### src/rtl/nibble_packer_if.sv
// Nibble-in / word-out handshake bundle for nibble_packer.
// The packer uses the slave modport; producer/consumer logic uses master.
interface nibble_packer_if;
  logic        in_valid;
  logic [3:0]  in_nib;
  logic        in_ready;
  logic        flush;
  logic        out_valid;
  logic [31:0] out_word;
  logic [3:0]  out_count;
  logic        out_ready;
  logic [4:0]  nctr;

  modport slave (
    input  in_valid, in_nib, flush, out_ready,
    output in_ready, out_valid, out_word, out_count, nctr
  );

  modport master (
    output in_valid, in_nib, flush, out_ready,
    input  in_ready, out_valid, out_word, out_count, nctr
  );
endinterface

### src/rtl/nibble_packer.sv
// Packs 4-bit nibbles into 32-bit words, LSB nibble first, with ready/valid on both sides.
// A flush closes a partial word early; unwritten slots keep PAD_VAL.
module nibble_packer #(
  parameter logic [3:0] PAD_VAL = 4'h0
) (
  input  logic             clk_i,
  input  logic             reset_i,
  nibble_packer_if.slave   bus
);

  localparam logic [0:0] FILL = 1'b0;
  localparam logic [0:0] FULL = 1'b1;

  logic [0:0]  state_q, state_d;
  logic [4:0]  nctr_q, nctr_d;
  logic [31:0] word_q, word_d;
  logic [3:0]  count_q, count_d;
  logic        accept;

  assign accept = bus.in_valid && (state_q == FILL);

  always_comb begin
    state_d = state_q;
    nctr_d  = nctr_q;
    word_d  = word_q;
    count_d = count_q;
    if (state_q == FILL) begin
      if (accept) begin
        word_d[nctr_q +: 4] = bus.in_nib;
      end
      // The 8th accept wins over a same-cycle flush, so count is always 8 there.
      if (accept && (nctr_q == 5'd28)) begin
        nctr_d  = 5'd0;
        count_d = 4'd8;
        state_d = FULL;
      end else if (bus.flush && ((nctr_q != 5'd0) || accept)) begin
        nctr_d  = 5'd0;
        count_d = {1'b0, nctr_q[4:2]} + {3'b000, accept};
        state_d = FULL;
      end else if (accept) begin
        nctr_d = nctr_q + 5'd4;
      end
    end else begin
      if (bus.out_ready) begin
        state_d = FILL;
        word_d  = {8{PAD_VAL}};
        count_d = 4'd0;
        nctr_d  = 5'd0;
      end
    end
  end

  always_ff @(posedge clk_i) begin
    if (reset_i) begin
      state_q <= FILL;
      nctr_q  <= 5'd0;
      word_q  <= {8{PAD_VAL}};
      count_q <= 4'd0;
    end else begin
      state_q <= state_d;
      nctr_q  <= nctr_d;
      word_q  <= word_d;
      count_q <= count_d;
    end
  end

  assign bus.in_ready  = (state_q == FILL);
  assign bus.out_valid = (state_q == FULL);
  assign bus.out_word  = word_q;
  assign bus.out_count = count_q;
  assign bus.nctr      = nctr_q;

endmodule

### src/flat_wrapper.sv
// flat-port wrapper written by rule: the top's interface ports become plain ports
module nibble_packer_flat 
#(
  parameter logic [3:0] PAD_VAL = 4'h0
)
  (clk_i, reset_i, bus_in_valid, bus_in_nib, bus_flush, bus_out_ready, bus_in_ready, bus_out_valid, bus_out_word, bus_out_count, bus_nctr);
  nibble_packer_if bus_i ();
  input  logic clk_i;
  input  logic reset_i;
  input wire logic [$bits(bus_i.in_valid)-1:0] bus_in_valid;
  input wire logic [$bits(bus_i.in_nib)-1:0] bus_in_nib;
  input wire logic [$bits(bus_i.flush)-1:0] bus_flush;
  input wire logic [$bits(bus_i.out_ready)-1:0] bus_out_ready;
  output wire logic [$bits(bus_i.in_ready)-1:0] bus_in_ready;
  output wire logic [$bits(bus_i.out_valid)-1:0] bus_out_valid;
  output wire logic [$bits(bus_i.out_word)-1:0] bus_out_word;
  output wire logic [$bits(bus_i.out_count)-1:0] bus_out_count;
  output wire logic [$bits(bus_i.nctr)-1:0] bus_nctr;
  assign bus_i.in_valid = bus_in_valid;
  assign bus_i.in_nib = bus_in_nib;
  assign bus_i.flush = bus_flush;
  assign bus_i.out_ready = bus_out_ready;
  assign bus_in_ready = bus_i.in_ready;
  assign bus_out_valid = bus_i.out_valid;
  assign bus_out_word = bus_i.out_word;
  assign bus_out_count = bus_i.out_count;
  assign bus_nctr = bus_i.nctr;
  nibble_packer #(.PAD_VAL(PAD_VAL)) u_core (.clk_i(clk_i), .reset_i(reset_i), .bus(bus_i));
endmodule
### config.mk
export PLATFORM = sky130hd
export DESIGN_NAME = nibble_packer_flat
export DESIGN_NICKNAME = d
export VERILOG_FILES = /design/src/rtl/nibble_packer_if.sv /design/src/rtl/nibble_packer.sv /design/src/flat_wrapper.sv
export SDC_FILE = /design/constraint.sdc
export NUM_CORES = 1
export LEC_CHECK = 0
export CAP_MARGIN = 30
export CORE_UTILIZATION = 30
export CTS_CLUSTER_DIAMETER = 120
export DETAILED_ROUTE_END_ITERATION = 12
export SLEW_MARGIN = 20
export SYNTH_ARGS = -nofsm -noshare
export SYNTH_HDL_FRONTEND = slang
export SYNTH_SLANG_ARGS = --single-unit
### constraint.sdc
create_clock -name clk_i -period 2.4 [get_ports clk_i]
set_input_delay 0.6 -clock clk_i [delete_from_list [all_inputs] [get_ports clk_i]]
set_output_delay 0.6 -clock clk_i [all_outputs]
set_load 0.02 [all_outputs]
==> impl_metrics.csv <==
group,metric,value,unit
hold_path,min-delay-start,"u_core.bus.out_word[21]$_SDFFE_PP0P_",
sta,finalCritPeriodShare,0.892,
clock_network,ctsHoldBuffers,0,
floorplan,initial_core_util,0.313,
sta,maxSlewHeadroom,0.592,
cells_and_area,drive_gt1_frac,0.105,
synth,synth.most_common_cell,"dfxtp_1",
sta,drv_slew,0,
place,place.gp.congestion,0.772,
clock_network,clk_pin_slew,0.08,ns
route,post_drt_wl_per_cell,13.9,µm
sta,whs,0.462,ns
synth,netlist.area_leader.share,0.427,
route,vias,1433,
place,dp_hpwl,3030,µm
critical_path,startpoint_type,"register",
synth,syn_area,1880,µm²
global_route,grt_pass1_vias,1402,
sta,setup_violations,0,
global_route,grt_max_degree,37,
synth,ys_warn_count,0,
floorplan,core_area,5990,µm²
synth,synth_edf_count,0,
floorplan,row_count,28,
clock_network,cts.sinks,40,
power_and_ir_drop,power.density,632,nW/µm²
synth,synth_largest_area_cell,"dfxtp_1",
route,drcViolationCount,0,
route,via_per_inst,4.59,
hold_path,hold_path_class,"register to register",
hold_path,hold_path_depth,2,
hold_path,hold-path-endpoint,"u_core.bus.out_word[21]$_SDFFE_PP0P_",
global_route,antenna_found_initial,0,
critical_path,cp_max_fo,10,
floorplan,die_y,81.1,µm
global_route,gr-total-overflow,0,
sta,fin_skew,0.00522,ns
critical_path,critPathKind,"register to primary output",
power_and_ir_drop,power.leakage,0.995,nW
route,drt_iter0_markers,102,
power_and_ir_drop,ir_worst_vdd,0.305,mV
critical_path,cp_data_required_time,1.80,ns
power_and_ir_drop,p_total,1.64,mW
sta,rsz0062_at_grt,"no",
clock_network,cts_tree,"yes",
synth,ys.flop_type,"dfxtp_1",
synth,synth_cell_types,39,
floorplan,ios,52,
sta,hold_viol,0,
cells_and_area,fill_cells,581,
cells_and_area,final_cells,312,
clock_network,root_buffer,"clkbuf_8",
clock_network,insertion_delay,0.29,ns
sta,setup_tns,0,ns
critical_path,r2r_slack,0.47,ns
critical_path,cp.arrival,1.54,ns
clock_network,clockBufferDepth,2,
route,ant_nets,0,
sta,min_period,2.14,ns
flow_run,max_cap_violations,0,
synth,ys_async_sr_fraction,0,
global_route,grt_pass1_wl,7080,µm
route,drt-total-wl,4340,µm
clock_network,postCtsResizedCells,0,
synth,yosys-top-cells-count,"dfxtp_1, mux2i_1, nand2_1",
clock_network,post_cts.repair.setup_buffers,0,
cells_and_area,diodes,0,
synth,syn-instance-count,185,
route,firstDrtPassIters,4,
place,port-buffer-count,49,
critical_path,critPathCaptureType,"primary output",
synth,avgSynthCellArea,10.1,µm²
clock_network,numCtsBuffers,5,
clock_network,h-tree-depth,2,
cells_and_area,syn_to_final_growth,38.2,%
synth,synth_area_leaders,"dfxtp_1, mux2i_1, nand2_1, ha_1, nand2b_1",
synth,synth-seq-cells,40,
sta,worstMarginPinSlew,0.610,ns
global_route,grt_use_total,0.143,
floorplan,dieArea,6580,µm²
place,placed_cells,305,
cells_and_area,final_nets,253,
synth,yosysSeqAreaShare,0.427,
critical_path,timing.rr.start,"u_core.bus.nctr[2]$_SDFFE_PP0P_",
critical_path,reg2reg_depth,6,
status,status,"complete, no violations",
critical_path,timing.rr.end,"u_core.bus.out_word[27]$_SDFFE_PP0P_",
sta,max_freq,467,MHz
floorplan,die_w,81.1,µm
[metrics by stage]
stage,instance area [µm²],setup WS (ns),utilization
floorplan,1880,0.223,-
global placement,2460,0.163,0.411
detailed placement,2460,0.105,0.411
CTS,2590,0.249,0.433
global route,2590,0.213,0.433
finish,2590,0.260,0.433
[critical path, cell delays in order (launching register included)]
cell	delay, ns
dfxtp_1	0.38
buf_4	0.24
clkdlybuf4s50_1	0.63
[flip-flops by register name, summed over array words and instances (netlist names)]
name                  flops
u_core.bus.out_count      4
u_core.bus.out_word      32
u_core.bus.out_valid      1
u_core.bus.nctr           3
[placed cells by master (no fill, tap or decap), types with 2 or more instances in the layout]
cell             instances
clkdlybuf4s50_1         49
dfxtp_1                 40
mux2i_1                 35
nand2_1                 33
buf_4                    9
nand2b_1                 7
ha_1                     7
inv_1                    5
clkbuf_8                 5
nor2b_1                  4
o211ai_1                 3
nand3b_1                 3
nand3_1                  3
a32o_1                   3
nor4_4                   2
a21oi_1                  2
nor2_1                   2
nor3_1                   2
conb_1                   2
bufinv_16                2
[where the power goes]
group          internal, mW  switching (mW)
combinational         0.128           0.172
sequential            0.681          0.0107
clock                 0.409           0.238
total                  1.22           0.420
[worst max-delay path by stage]
stage / cells after the start / start / slack [ns] / endpoint
after floorplan: 8 / u_core.bus.nctr[2]$_SDFFE_PP0P_ / 0.22 / u_core.bus.out_word[12]$_SDFFE_PP0P_
after global placement: 4 / bus_in_valid / 0.16 / u_core.bus.out_word[26]$_SDFFE_PP0P_
after detailed placement: 4 / bus_in_valid / 0.11 / u_core.bus.out_word[27]$_SDFFE_PP0P_
after CTS: 2 / u_core.bus.nctr[2]$_SDFFE_PP0P_ / 0.25 / bus_nctr[2]
after global routing: 2 / u_core.bus.nctr[2]$_SDFFE_PP0P_ / 0.21 / bus_nctr[2]
final: 2 / u_core.bus.nctr[2]$_SDFFE_PP0P_ / 0.26 / bus_nctr[2]
[kinds of logic after synthesis]
logic type      count (synthesis)  synth area share
compound gates                 15            0.0640
xor+xnor                        1           0.00467
mux                            35             0.187
buf+inv                        21            0.0600
simple gates                   65             0.209
flops                          40             0.427
other cells                     1           0.00200
fa+ha+maj                       7            0.0467
[layout make-up]
class                   instances  area, µm²  share of cell area
inverters                       6       25.0             0.00965
flip-flops and latches         40        801               0.309
repair buffers                 59        578               0.223
multi-input cells             125        967               0.373
clock buffers                   5       68.8              0.0265
clock inverters                 2       60.1              0.0232
well taps                      75       93.8              0.0362
[per-layer routing]
layer,share of wire,GRT usage,vias up,routed length [µm]
met3,0.077,0.0483,4,332
met1,0.50,0.202,655,2190
met5,0,0,-,0
met4,0.0067,0.0375,0,29
met2,0.41,0.205,45,1790
li1,-,-,729,-
(Power assumes the default switching activity.)
